## config.mk

```make
export PLATFORM = sky130hd
export DESIGN_NAME = rd_byte_packer_flat
export DESIGN_NICKNAME = d
export VERILOG_FILES = /design/src/rtl/rd_byte_packer_pkg.sv /design/src/rtl/rd_byte_packer_if.sv /design/src/rtl/rd_byte_extract.sv /design/src/rtl/rd_byte_packer.sv /design/src/flat_wrapper.sv
export SDC_FILE = /design/constraint.sdc
export NUM_CORES = 1
export LEC_CHECK = 0
export ABC_AREA = 0
export BUFFER_PORTS_ARGS = -buffer_cell sky130_fd_sc_hd__buf_4
export CORE_ASPECT_RATIO = 0.5
export CORE_MARGIN = 2
export CORE_UTILIZATION = 30
export CTS_BUF_LIST = sky130_fd_sc_hd__clkbuf_2
export CTS_CLUSTER_DIAMETER = 40
export DETAILED_ROUTE_END_ITERATION = 10
export GPL_TIMING_DRIVEN = 0
export PLACE_DENSITY_LB_ADDON = 0.25
export SETUP_SLACK_MARGIN = 0.15
export SLEW_MARGIN = 0
export SYNTH_ARGS = -nofsm -noshare
export SYNTH_HDL_FRONTEND = slang
export SYNTH_HIERARCHICAL = 1
export SYNTH_SLANG_ARGS = --single-unit
```

## constraint.sdc

```tcl
create_clock -name clk -period 11.94 [get_ports clk]
set_input_delay 2.388 -clock clk [delete_from_list [all_inputs] [get_ports clk]]
set_output_delay 2.388 -clock clk [all_outputs]
set_load 0.03 [all_outputs]
```

## src/rtl/rd_byte_packer_pkg.sv

```systemverilog
`default_nettype none
// ============================================================================
//  Module      : rd_byte_packer_pkg
//  Description : Shared definitions for the read byte packer: FSM state
//                encoding and beat-geometry helpers (STRB, STRB_LOG2).
//  Revision    : 1.0 - initial release
// ============================================================================
package rd_byte_packer_pkg;

    // Packer control states
    typedef enum logic [1:0] {
        ST_IDLE  = 2'd0,
        ST_PACK  = 2'd1,
        ST_FLUSH = 2'd2
    } pk_state_e;

    // Number of byte lanes in one beat
    function automatic int calc_strb(input int data_width);
        return data_width / 8;
    endfunction

    // Bits needed to index a byte lane
    function automatic int calc_strb_log2(input int data_width);
        return $clog2(data_width / 8);
    endfunction

    // Width able to hold a byte count 0..2*STRB-1 (residual + new beat)
    function automatic int calc_cnt_w(input int data_width);
        return $clog2(data_width / 8) + 1;
    endfunction

endpackage : rd_byte_packer_pkg
`default_nettype wire

```

## src/rtl/rd_byte_packer_if.sv

```systemverilog
`default_nettype none
// ============================================================================
//  Module      : rd_byte_packer_if
//  Description : Control, upstream beat and SRAM write bus of the packer.
//                slave = packer side, master = driver/monitor side.
//  Revision    : 1.0 - initial release
// ============================================================================
interface rd_byte_packer_if #(
    parameter int AXI_DATA_WIDTH      = 32,
    parameter int TRAN_BYTE_NUM_WIDTH = 16,
    parameter int SRAM_ADDR_WIDTH     = 32
) ();
    import rd_byte_packer_pkg::*;

    localparam int STRB = calc_strb(AXI_DATA_WIDTH);

    logic                           pk_start_i;
    logic [TRAN_BYTE_NUM_WIDTH-1:0] pk_total_byte_num_i;
    logic [SRAM_ADDR_WIDTH-1:0]     pk_sram_base_i;
    logic [STRB-1:0]                in_strb_i;
    logic [AXI_DATA_WIDTH-1:0]      in_data_i;
    logic                           sram_wr_en_o;
    logic [SRAM_ADDR_WIDTH-1:0]     sram_addr_o;
    logic [AXI_DATA_WIDTH-1:0]      sram_wdata_o;
    logic [STRB-1:0]                sram_wbe_o;
    logic                           pk_busy_o;
    logic                           pk_done_o;
    logic                           pk_error_o;

    modport master (
        output pk_start_i, pk_total_byte_num_i, pk_sram_base_i, in_strb_i, in_data_i,
        input  sram_wr_en_o, sram_addr_o, sram_wdata_o, sram_wbe_o,
        input  pk_busy_o, pk_done_o, pk_error_o
    );

    modport slave (
        input  pk_start_i, pk_total_byte_num_i, pk_sram_base_i, in_strb_i, in_data_i,
        output sram_wr_en_o, sram_addr_o, sram_wdata_o, sram_wbe_o,
        output pk_busy_o, pk_done_o, pk_error_o
    );

endinterface : rd_byte_packer_if
`default_nettype wire

```

## src/rtl/rd_byte_extract.sv

```systemverilog
`default_nettype none
// ============================================================================
//  Module      : rd_byte_extract
//  Description : Combinational beat decoder: from a byte strobe derive the
//                valid byte count, lowest valid lane, contiguity flag, and
//                the beat data shifted so the first valid byte sits in lane 0.
//  Revision    : 1.0 - initial release
// ============================================================================
module rd_byte_extract
    import rd_byte_packer_pkg::*;
#(
    parameter  int AXI_DATA_WIDTH = 32,
    localparam int STRB           = calc_strb(AXI_DATA_WIDTH),
    localparam int CNT_W          = calc_cnt_w(AXI_DATA_WIDTH)
) (
    input  wire logic [STRB-1:0]           strb_i,
    input  wire logic [AXI_DATA_WIDTH-1:0] data_i,
    output logic      [CNT_W-1:0]          byte_cnt_o,
    output logic      [CNT_W-1:0]          low_idx_o,
    output logic                           contig_o,
    output logic      [AXI_DATA_WIDTH-1:0] shifted_o
);

    logic [STRB-1:0] w_norm;

    // Popcount and lowest-set-lane search, then normalise and test for a single run of ones
    always_comb begin
        byte_cnt_o = '0;
        low_idx_o  = '0;
        for (int k = STRB - 1; k >= 0; k--) begin
            if (strb_i[k]) begin
                low_idx_o  = CNT_W'(k);
                byte_cnt_o = byte_cnt_o + CNT_W'(1);
            end
        end
        w_norm    = strb_i >> low_idx_o;
        // A run of ones starting at bit 0 has no bit in common with itself + 1
        contig_o  = (strb_i != '0) && ((w_norm & (w_norm + STRB'(1))) == '0);
        shifted_o = data_i >> {low_idx_o, 3'b000};
    end

endmodule : rd_byte_extract
`default_nettype wire

```

## src/rtl/rd_byte_packer.sv

```systemverilog
`default_nettype none
// ============================================================================
//  Module      : rd_byte_packer
//  Description : Packs byte-strobed upstream beats into contiguous,
//                byte-0-aligned SRAM words with a one-cycle write latency,
//                flushing any partial residual word at end of transfer.
//  Revision    : 1.0 - initial release
// ============================================================================
module rd_byte_packer
    import rd_byte_packer_pkg::*;
#(
    parameter int AXI_DATA_WIDTH      = 32,
    parameter int TRAN_BYTE_NUM_WIDTH = 16,
    parameter int SRAM_ADDR_WIDTH     = 32
) (
    input wire logic         clk,
    input wire logic         rst_n,
    rd_byte_packer_if.slave  bus
);

    localparam int STRB  = calc_strb(AXI_DATA_WIDTH);
    localparam int CNT_W = calc_cnt_w(AXI_DATA_WIDTH);
    localparam int ACC_W = TRAN_BYTE_NUM_WIDTH + 1;
    localparam int DW    = AXI_DATA_WIDTH;

    // Control state
    pk_state_e                  state_q, state_d;
    logic [DW-1:0]              res_q, res_d;         // residual bytes, lane 0 upward
    logic [CNT_W-1:0]           r_q, r_d;             // residual byte count
    logic [ACC_W-1:0]           acc_q, acc_d;         // bytes accepted so far
    logic [ACC_W-1:0]           total_q, total_d;     // bytes expected
    logic [SRAM_ADDR_WIDTH-1:0] addr_q, addr_d;       // next SRAM word address
    logic                       err_q, err_d;

    // Registered outputs
    logic                       wr_en_q, wr_en_d;
    logic [SRAM_ADDR_WIDTH-1:0] waddr_q, waddr_d;
    logic [DW-1:0]              wdata_q, wdata_d;
    logic [STRB-1:0]            wbe_q, wbe_d;
    logic                       done_q, done_d;
    logic                       busy_q;

    // Beat datapath
    logic [CNT_W-1:0]           w_n;
    logic [CNT_W-1:0]           w_o;
    logic                       w_contig;
    logic [DW-1:0]              w_shifted;
    logic [ACC_W-1:0]           w_remain;
    logic                       w_over;
    logic [CNT_W-1:0]           w_n_eff;
    logic [DW-1:0]              w_masked;
    logic [2*DW-1:0]            w_comb;
    logic [CNT_W-1:0]           w_sum;
    logic [STRB-1:0]            w_flush_be;

    rd_byte_extract #(
        .AXI_DATA_WIDTH (AXI_DATA_WIDTH)
    ) u_extract (
        .strb_i     (bus.in_strb_i),
        .data_i     (bus.in_data_i),
        .byte_cnt_o (w_n),
        .low_idx_o  (w_o),
        .contig_o   (w_contig),
        .shifted_o  (w_shifted)
    );

    // Clip the beat to the bytes still owed and splice it above the residual
    always_comb begin
        w_remain = total_q - acc_q;
        w_over   = ACC_W'(w_n) > w_remain;
        w_n_eff  = w_over ? CNT_W'(w_remain) : w_n;
        w_masked = '0;
        for (int k = 0; k < STRB; k++) begin
            if (CNT_W'(k) < w_n_eff) begin
                w_masked[8*k +: 8] = w_shifted[8*k +: 8];
            end
        end
        w_comb     = {{DW{1'b0}}, res_q} | ({{DW{1'b0}}, w_masked} << {r_q, 3'b000});
        w_sum      = r_q + w_n_eff;
        w_flush_be = '0;
        for (int k = 0; k < STRB; k++) begin
            w_flush_be[k] = (CNT_W'(k) < r_q);
        end
    end

    // Next-state and write-generation logic; a start pulse overrides every state
    always_comb begin
        state_d = state_q;
        res_d   = res_q;
        r_d     = r_q;
        acc_d   = acc_q;
        total_d = total_q;
        addr_d  = addr_q;
        err_d   = err_q;
        wr_en_d = 1'b0;
        waddr_d = waddr_q;
        wdata_d = wdata_q;
        wbe_d   = '0;
        done_d  = 1'b0;

        if (bus.pk_start_i) begin
            res_d   = '0;
            r_d     = '0;
            acc_d   = '0;
            total_d = ACC_W'(bus.pk_total_byte_num_i);
            addr_d  = bus.pk_sram_base_i;
            err_d   = 1'b0;
            if (bus.pk_total_byte_num_i == '0) begin
                state_d = ST_IDLE;
                done_d  = 1'b1;
            end else begin
                state_d = ST_PACK;
            end
        end else begin
            case (state_q)
                ST_PACK: begin
                    if (bus.in_strb_i != '0) begin
                        if (!w_contig) begin
                            err_d = 1'b1;
                        end else begin
                            if (w_over) begin
                                err_d = 1'b1;
                            end
                            acc_d = acc_q + ACC_W'(w_n_eff);
                            if (w_sum >= CNT_W'(STRB)) begin
                                wr_en_d = 1'b1;
                                wbe_d   = '1;
                                waddr_d = addr_q;
                                wdata_d = w_comb[DW-1:0];
                                addr_d  = addr_q + SRAM_ADDR_WIDTH'(1);
                                res_d   = w_comb[2*DW-1:DW];
                                r_d     = w_sum - CNT_W'(STRB);
                            end else begin
                                res_d   = w_comb[DW-1:0];
                                r_d     = w_sum;
                            end
                            if (acc_d == total_q) begin
                                if (r_d != '0) begin
                                    state_d = ST_FLUSH;
                                end else begin
                                    state_d = ST_IDLE;
                                    done_d  = 1'b1;
                                end
                            end
                        end
                    end
                end
                ST_FLUSH: begin
                    // Beats arriving here are ignored; only the residual is written
                    wr_en_d = 1'b1;
                    wbe_d   = w_flush_be;
                    waddr_d = addr_q;
                    for (int k = 0; k < STRB; k++) begin
                        wdata_d[8*k +: 8] = w_flush_be[k] ? res_q[8*k +: 8] : 8'h00;
                    end
                    addr_d  = addr_q + SRAM_ADDR_WIDTH'(1);
                    res_d   = '0;
                    r_d     = '0;
                    state_d = ST_IDLE;
                    done_d  = 1'b1;
                end
                default: begin
                    // IDLE: beats are ignored without error
                end
            endcase
        end
    end

    // FSM state register
    always_ff @(posedge clk or negedge rst_n) begin
        if (!rst_n) begin
            state_q <= ST_IDLE;
        end else begin
            state_q <= state_d;
        end
    end

    // Datapath, counters and registered outputs
    always_ff @(posedge clk or negedge rst_n) begin
        if (!rst_n) begin
            res_q   <= '0;
            r_q     <= '0;
            acc_q   <= '0;
            total_q <= '0;
            addr_q  <= '0;
            err_q   <= 1'b0;
            wr_en_q <= 1'b0;
            waddr_q <= '0;
            wdata_q <= '0;
            wbe_q   <= '0;
            done_q  <= 1'b0;
            busy_q  <= 1'b0;
        end else begin
            res_q   <= res_d;
            r_q     <= r_d;
            acc_q   <= acc_d;
            total_q <= total_d;
            addr_q  <= addr_d;
            err_q   <= err_d;
            wr_en_q <= wr_en_d;
            waddr_q <= waddr_d;
            wdata_q <= wdata_d;
            wbe_q   <= wbe_d;
            done_q  <= done_d;
            // Busy drops in the same cycle as the final write and done pulse
            busy_q  <= (state_d != ST_IDLE);
        end
    end

    assign bus.sram_wr_en_o = wr_en_q;
    assign bus.sram_addr_o  = waddr_q;
    assign bus.sram_wdata_o = wdata_q;
    assign bus.sram_wbe_o   = wbe_q;
    assign bus.pk_busy_o    = busy_q;
    assign bus.pk_done_o    = done_q;
    assign bus.pk_error_o   = err_q;

endmodule : rd_byte_packer
`default_nettype wire

```

## src/flat_wrapper.sv

```systemverilog
// flat-port wrapper written by rule: the top's interface ports become plain ports
module rd_byte_packer_flat import rd_byte_packer_pkg::*;
#(
    parameter int AXI_DATA_WIDTH      = 32,
    parameter int TRAN_BYTE_NUM_WIDTH = 16,
    parameter int SRAM_ADDR_WIDTH     = 32
)
  (clk, rst_n, bus_pk_start_i, bus_pk_total_byte_num_i, bus_pk_sram_base_i, bus_in_strb_i, bus_in_data_i, bus_sram_wr_en_o, bus_sram_addr_o, bus_sram_wdata_o, bus_sram_wbe_o, bus_pk_busy_o, bus_pk_done_o, bus_pk_error_o);
  rd_byte_packer_if #(.AXI_DATA_WIDTH(AXI_DATA_WIDTH), .TRAN_BYTE_NUM_WIDTH(TRAN_BYTE_NUM_WIDTH), .SRAM_ADDR_WIDTH(SRAM_ADDR_WIDTH)) bus_i ();
  input wire logic clk;
  input wire logic rst_n;
  input wire logic [$bits(bus_i.pk_start_i)-1:0] bus_pk_start_i;
  input wire logic [$bits(bus_i.pk_total_byte_num_i)-1:0] bus_pk_total_byte_num_i;
  input wire logic [$bits(bus_i.pk_sram_base_i)-1:0] bus_pk_sram_base_i;
  input wire logic [$bits(bus_i.in_strb_i)-1:0] bus_in_strb_i;
  input wire logic [$bits(bus_i.in_data_i)-1:0] bus_in_data_i;
  output wire logic [$bits(bus_i.sram_wr_en_o)-1:0] bus_sram_wr_en_o;
  output wire logic [$bits(bus_i.sram_addr_o)-1:0] bus_sram_addr_o;
  output wire logic [$bits(bus_i.sram_wdata_o)-1:0] bus_sram_wdata_o;
  output wire logic [$bits(bus_i.sram_wbe_o)-1:0] bus_sram_wbe_o;
  output wire logic [$bits(bus_i.pk_busy_o)-1:0] bus_pk_busy_o;
  output wire logic [$bits(bus_i.pk_done_o)-1:0] bus_pk_done_o;
  output wire logic [$bits(bus_i.pk_error_o)-1:0] bus_pk_error_o;
  assign bus_i.pk_start_i = bus_pk_start_i;
  assign bus_i.pk_total_byte_num_i = bus_pk_total_byte_num_i;
  assign bus_i.pk_sram_base_i = bus_pk_sram_base_i;
  assign bus_i.in_strb_i = bus_in_strb_i;
  assign bus_i.in_data_i = bus_in_data_i;
  assign bus_sram_wr_en_o = bus_i.sram_wr_en_o;
  assign bus_sram_addr_o = bus_i.sram_addr_o;
  assign bus_sram_wdata_o = bus_i.sram_wdata_o;
  assign bus_sram_wbe_o = bus_i.sram_wbe_o;
  assign bus_pk_busy_o = bus_i.pk_busy_o;
  assign bus_pk_done_o = bus_i.pk_done_o;
  assign bus_pk_error_o = bus_i.pk_error_o;
  rd_byte_packer #(.AXI_DATA_WIDTH(AXI_DATA_WIDTH), .TRAN_BYTE_NUM_WIDTH(TRAN_BYTE_NUM_WIDTH), .SRAM_ADDR_WIDTH(SRAM_ADDR_WIDTH)) u_core (.clk(clk), .rst_n(rst_n), .bus(bus_i));
endmodule
```

==> summary.txt, run 1 <==
Setup path
  – Largest stage delay, worst path: 0.63 ns
  – R2R depth: 28
  – Slowest-stage cell, CP: or4b_2
  – RR Endpoint: u_core/bus.pk_busy_o
  – Crit. End Element: flop
  – Worst Path Arrival: 10.24 ns
  – R2R setup slack: 4.16 ns
  – Startpoint Class: primary input
  – Most used cell, CP: ha_1
  – Req. time, crit path: 12.69 ns
  – Worst flop-to-flop path startpoint: u_core/acc_q[0]
  – Worst Setup Path Type: primary input to flop
  – Critical Path Fanout Max: 10

Worst hold path
  – Worst Hold End: u_core/bus.sram_wdata_o[6]
  – Hold depth: 2
  – HP Class: flop to flop
  – Min-delay src: u_core/bus.sram_wdata_o[6]

Logic synthesis
  – Synthesized instance count: 1447
  – Post-Syn Area: 0.0125 sq mm
  – Syn_area_per_cell: 8.65 sq um
  – Syn Nets: 1568
  – Yosys warning count: 6

Pwr
  – P_leak: 6.05 nW
  – Pwr per Cell Area: 163 mW/mm^2
  – Peak VDD IR: 68.6 uV

STA
  – Final Cycle Share: 0.795
  – TNS Setup: 0 ns
  – Pins Over Slew Limit: 1
  – Fmax: 0.105 GHz
  – Tmin final: 9.50 ns
  – Worst slew pin tran: 1.50 ns
  – Clock Skew: 0.0405 ns
  – Slew HR: -0.00735
  – Number of hold violations in the final report: 0
  – Setup violators final: 0
  – RSZ-0062 raised after global routing: false

GRT
  – Largest net degree at the start of global routing: 117
  – Total grt overflow: 0
  – Number of global-route vias before repair: 11760
  – First-pass GRT wire length: 69300 um
  – Total track usage: 0.204
  – Initial antenna violation count: 2

Routing
  – Vias: 12062
  – Via density: 5.54
  – Drt drc: 0
  – Routed wire length: 43900 um
  – DRT Pass-1 Iters: 5
  – ANT nets after route: 0
  – Routed len/inst: 20.2 um
  – Iter 0 DRT Violations: 1087

Clocking
  – CTS tree: done
  – TritonCTS Buffers: 17
  – Root Driver: clkbuf_2
  – Clock-pin transition on the worst setup and hold timing paths: 0.23 ns
  – CTS H-tree lvls: 4
  – Maximum clock path buffer count: 2
  – Post-CTS sizing: 0
  – Clk sinks: 174
  – Post-CTS Setup Bufs: 0
  – Clock latency on the worst-skew pair: 0.84 ns
  – Hold-fix buffers, CTS: 0

Floorplanning
  – # rows: 52
  – Starting density of the core: 0.307
  – Chip Width: 293 um
  – Core Area: 0.0408 sq mm
  – Die Height: 148 um
  – Ports: 159
  – Full die area: 0.0434 sq mm

Run
  – MaxCap Viol Count: 1

Placed design
  – # port buffers: 158
  – Post-DP HPWL: 33600 um
  – GP Congestion: 0.951

Cells and area
  – Final Util: 0.359
  – Share of layout cells above drive strength 1: 0.194
  – Register area: 0.00435 sq mm
  – Area delta synth->final: 17.0%
  – Fillers: 4240
  – Area of the multi-input gates: 0.00750 sq mm
  – Final nets: 1746

Status
  – Failing checks: max-capacitance violations, max-slew violations
  – Status: finished, violations left
## worst max-delay path, delay by kind of cell
kind | cells | cell delay (ns)
and+or+nand+nor | 11 | 2.87
AOI/OAI and AO/OA | 9 | 2.12
buffers and inverters | 6 | 1.15
adders and majority gates | 4 | 1.14
xor gates and xnor gates | 1 | 0.43
muxes | 1 | 0.13
## worst max-delay path by stage
stage,from,end
2_1_floorplan,bus_in_strb_i[2],u_core/bus.pk_busy_o
3_3_place_gp,bus_in_strb_i[2],u_core/bus.pk_busy_o
3_5_place_dp,bus_in_strb_i[2],u_core/bus.pk_busy_o
4_1_cts,bus_in_strb_i[2],u_core/bus.pk_busy_o
5_1_grt,bus_in_strb_i[3],u_core/bus.pk_busy_o
6_report,bus_in_strb_i[2],u_core/bus.pk_busy_o
## cell usage in the layout (no fill, tap or decap), types with 21 or more instances in the layout
cell type,count
nor3_1,44
a32oi_1,24
nand2_1,169
mux2_2,40
nand3_1,39
nor2b_1,24
a221o_1,21
buf_4,167
dfrtp_1,174
inv_1,59
and2_1,24
clkbuf_2,21
nor2_1,92
xnor2_1,29
o21ai_0,89
a21oi_1,95
a22o_1,24
ha_1,31
clkbuf_1,43
nand2b_1,32
a221oi_1,23
## stage by stage
stage | std cells | instance area, sq um | setup slack, ns | hold slack (ns) | total power, mW
after floorplan | 1447 | 12500 | 3.21 | 0.450 | 1.63
after global placement | 2145 | 14400 | 1.70 | 0.466 | 2.06
after detailed placement | 2146 | 14400 | 1.68 | 0.473 | 2.07
after CTS | 2175 | 14600 | 2.63 | 0.520 | 2.40
after global routing | 2178 | 14600 | 1.84 | 0.549 | 2.55
final | 2178 | 14600 | 2.44 | 0.513 | 2.39
## registers in the layout, summed over array words and instances, names as in the netlist
| signal | count |
|---|---|
| u_core/acc_q | 17 |
| u_core/addr_q | 32 |
| u_core/bus.pk_busy_o | 1 |
| u_core/bus.pk_done_o | 1 |
| u_core/bus.pk_error_o | 1 |
| u_core/bus.sram_addr_o | 32 |
| u_core/bus.sram_wbe_o | 4 |
| u_core/bus.sram_wdata_o | 32 |
| u_core/bus.sram_wr_en_o | 1 |
| u_core/r_q | 3 |
| u_core/res_q | 32 |
| u_core/state_q | 2 |
| u_core/total_q | 16 |
## power breakdown
part | total, mW | switching (mW) | internal, mW
registers | 0.866 | 0.124 | 0.742
clock network | 0.328 | 0.212 | 0.116
logic | 1.19 | 0.743 | 0.451
## final cells by class
class	count	area share
Antenna cell	3	0.000513
Buffer	84	0.0288
Clock buffer	21	0.00718
Clock inverter	8	0.00795
Inverter	63	0.0162
Multi-Input combinational cell	1126	0.512
Sequential cell	174	0.298
Tap cell	540	0.0462
Timing Repair Buffer	159	0.0834
## metal layers
metal,GRT usage,wire length [um]
met1,0.283,20100
met2,0.333,20600
met3,0.0356,2500
met4,0.0479,725
met5,0,0
Note: power is estimated with default switching activity, not from simulation.
==> run 2: changes to the inputs <==
--- a/config.mk
+++ b/config.mk
@@ -5,7 +5,7 @@
 export SDC_FILE = /design/constraint.sdc
 export NUM_CORES = 1
 export LEC_CHECK = 0
-export ABC_AREA = 0
+export ABC_AREA = 1
 export BUFFER_PORTS_ARGS = -buffer_cell sky130_fd_sc_hd__buf_4
 export CORE_ASPECT_RATIO = 0.5
 export CORE_MARGIN = 2
==> constraint.sdc (replaced) <==
create_clock -name clk -period 8.4 [get_ports clk]
set_input_delay 1.68 -clock clk [delete_from_list [all_inputs] [get_ports clk]]
set_output_delay 1.68 -clock clk [all_outputs]
set_load 0.03 [all_outputs]
==> run 2 against run 1 <==
Effect of this change:
- the flow now finishes without violations
- global-route usage is 0.92 points lower
- combinational power up 75%
- sequential power is 49% higher
- cell count rose by 17%
- critical path depth grew 6
- first-iteration DRC count is 8.0% lower
- sequential share of layout area grew 0.60 points
- clock power grew 50%
- largest power group unchanged
==> summary.txt, run 2 <==
STA
  – RSZ-0062 raised after global routing: false
  – Fmax: 0.149 GHz
  – Setup violators final: 0
  – Tmin final: 6.72 ns
  – Slew HR: 0.425
  – Worst hold slack: 0.514 ns
  – TNS Setup: 0 ns
  – Worst slew pin tran: 0.855 ns
  – Clock Skew: 0.0518 ns
  – Smallest setup slack after layout: 1.68 ns
  – Pins Over Slew Limit: 0
  – Number of hold violations in the final report: 0
  – Final Cycle Share: 0.800

Placed design
  – Placed Area: 0.0141 sq mm
  – Pre-CTS setup slack: 0.817 ns
  – GP Congestion: 0.923
  – # port buffers: 157
  – Post-DP HPWL: 32000 um

Setup path
  – Largest stage delay, worst path: 0.52 ns
  – Buffers & Inverters on Critical Path: 5
  – Slowest-stage cell, CP: nor3_1
  – Worst Path Arrival: 7.51 ns
  – Req. time, crit path: 9.18 ns
  – CP top delay family: simple AND/OR/NAND/NOR gates
  – Worst flop-to-flop path startpoint: u_core/total_q[0]
  – Most used cell, CP: nand2_1
  – Critical Path Fanout Max: 10
  – Worst Setup SP: bus_in_strb_i[2]
  – Startpoint Class: primary input
  – Crit. End Element: flop
  – Worst Setup Path Type: primary input to flop

Logic synthesis
  – Yosys warning count: 6
  – Syn Nets: 1942
  – Syn_area_per_cell: 6.70 sq um
  – Synthesized instance count: 1821
  – Post-Syn Area: 0.0122 sq mm

Clocking
  – Maximum clock path buffer count: 2
  – TritonCTS Buffers: 17
  – Post-CTS sizing: 0
  – Root Driver: clkbuf_2
  – Hold-fix buffers, CTS: 0
  – CTS tree: done
  – Post-CTS Setup Bufs: 0
  – Clock-pin transition on the worst setup and hold timing paths: 0.28 ns
  – Clk sinks: 174
  – CTS H-tree lvls: 4
  – Clock latency on the worst-skew pair: 0.88 ns

Cells and area
  – Share of layout cells above drive strength 1: 0.124
  – Most common cell after layout, fill and taps aside: nand2_1
  – Area delta synth->final: 17.6%
  – Commonest cells after routing, fill and taps aside: nand2_1, nand3_1, inv_1
  – Design area: 0.0143 sq mm
  – Final nets: 2119

GRT
  – Total track usage: 0.195
  – Initial antenna violation count: 1
  – Number of global-route vias before repair: 11981
  – First-pass GRT wire length: 65200 um
  – Total grt overflow: 0
  – Largest net degree at the start of global routing: 90

Pwr
  – Switching share of power: 0.505
  – Switching power total: 1.95 mW
  – Pwr per Cell Area: 270 mW/mm^2
  – Seq pwr share: 0.334
  – Comb pwr share: 0.539
  – Peak VDD IR: 83.7 uV
  – P_leak: 7.36 nW
  – Clock power frac: 0.127
  – Internal: 1.91 mW
  – Final total power: 3.87 mW

Routing
  – Metal-1 WL: 19400 um
  – Routed len/inst: 15.9 um
  – DRT Pass-1 Iters: 5
  – ANT nets after route: 0
  – Vias: 12277
  – Iter 0 DRT Violations: 1000
  – Routed wire length: 40700 um
  – Via density: 4.81
  – Met3 wire len: 1570 um
  – DR top layer: met4
  – Routed wl met2: 19100 um
  – Drt drc: 0

Worst hold path
  – Min-delay src: u_core/res_q[31]
  – HP Class: flop to flop

Floorplanning
  – Die Height: 147 um
  – Ports: 159
  – Chip Width: 289 um
  – Full die area: 0.0424 sq mm
  – Starting density of the core: 0.303
  – Core Area: 0.0403 sq mm
  – # rows: 52

Run
  – MaxCap Viol Count: 0

Status
  – Status: completed
run 2: cell types whose count changed in the layout (fill, tap and decap cells not counted), moves of 30 or more:
cell / previous run / this run
o21ai_1: 12 / 42
inv_1: 59 / 216
nand2b_1: 32 / 0
a21oi_1: 95 / 30
mux2_2: 40 / 0
nand3_1: 39 / 223
nand2_1: 169 / 636
xor2_1: 12 / 43
run 2: per-layer routing:
layer,global-route usage,vias to the layer above
met5,0,-
met4,0.0392,0
met3,0.0306,35
met2,0.321,246
met1,0.270,5766
li1,-,6230
run 2: final timing paths:
| check | slack, ns | end | depth (start not counted) |
|---|---|---|---|
| worst max-delay path | 1.68 | u_core/bus.pk_busy_o | 38 |
| worst min-delay path | 0.51 | u_core/res_q[31] | 2 |
| worst max register to register | 2.42 | u_core/bus.pk_busy_o | 35 |
| worst min register to register | 0.51 | u_core/res_q[31] | 2 |
| max in group asynchronous | 6.70 | u_core/acc_q[12] | 2 |
| min in group asynchronous | 0.74 | u_core/res_q[30] | 1 |
run 2: metrics by stage:
| step | utilization | cells |
|---|---|---|
| global route | 0.356 | 2552 |
| global placement | 0.349 | 2518 |
| finish | 0.356 | 2552 |
| detailed placement | 0.350 | 2519 |
| CTS | 0.356 | 2551 |
| floorplan | - | 1821 |
run 2: power by group through the flow:
stage          clock network [mW]  registers (mW)  logic, mW
2_1_floorplan                   0            1.52       1.16
3_3_place_gp                    0            1.31       2.06
3_5_place_dp                    0            1.31       2.08
4_1_cts                     0.517            1.29       2.08
5_1_grt                     0.546            1.33       2.33
6_report                    0.493            1.29       2.08
run 2: final cells by class:
class	instances	area, sq um
fill	4405	25900
clock inverter	15	166
inverter	228	856
sequential	174	4350
timing repair buffer	158	1210
tap	540	676
clock buffer	17	85.1
antenna	1	2.50
multi-input combinational	1338	6570
buffer	81	417
run 2: worst min-delay path, stage by stage, from the launching register on:
cell	delay, ns
dfrtp_1	0.40
nand2_1	0.05
nand2_1	0.05
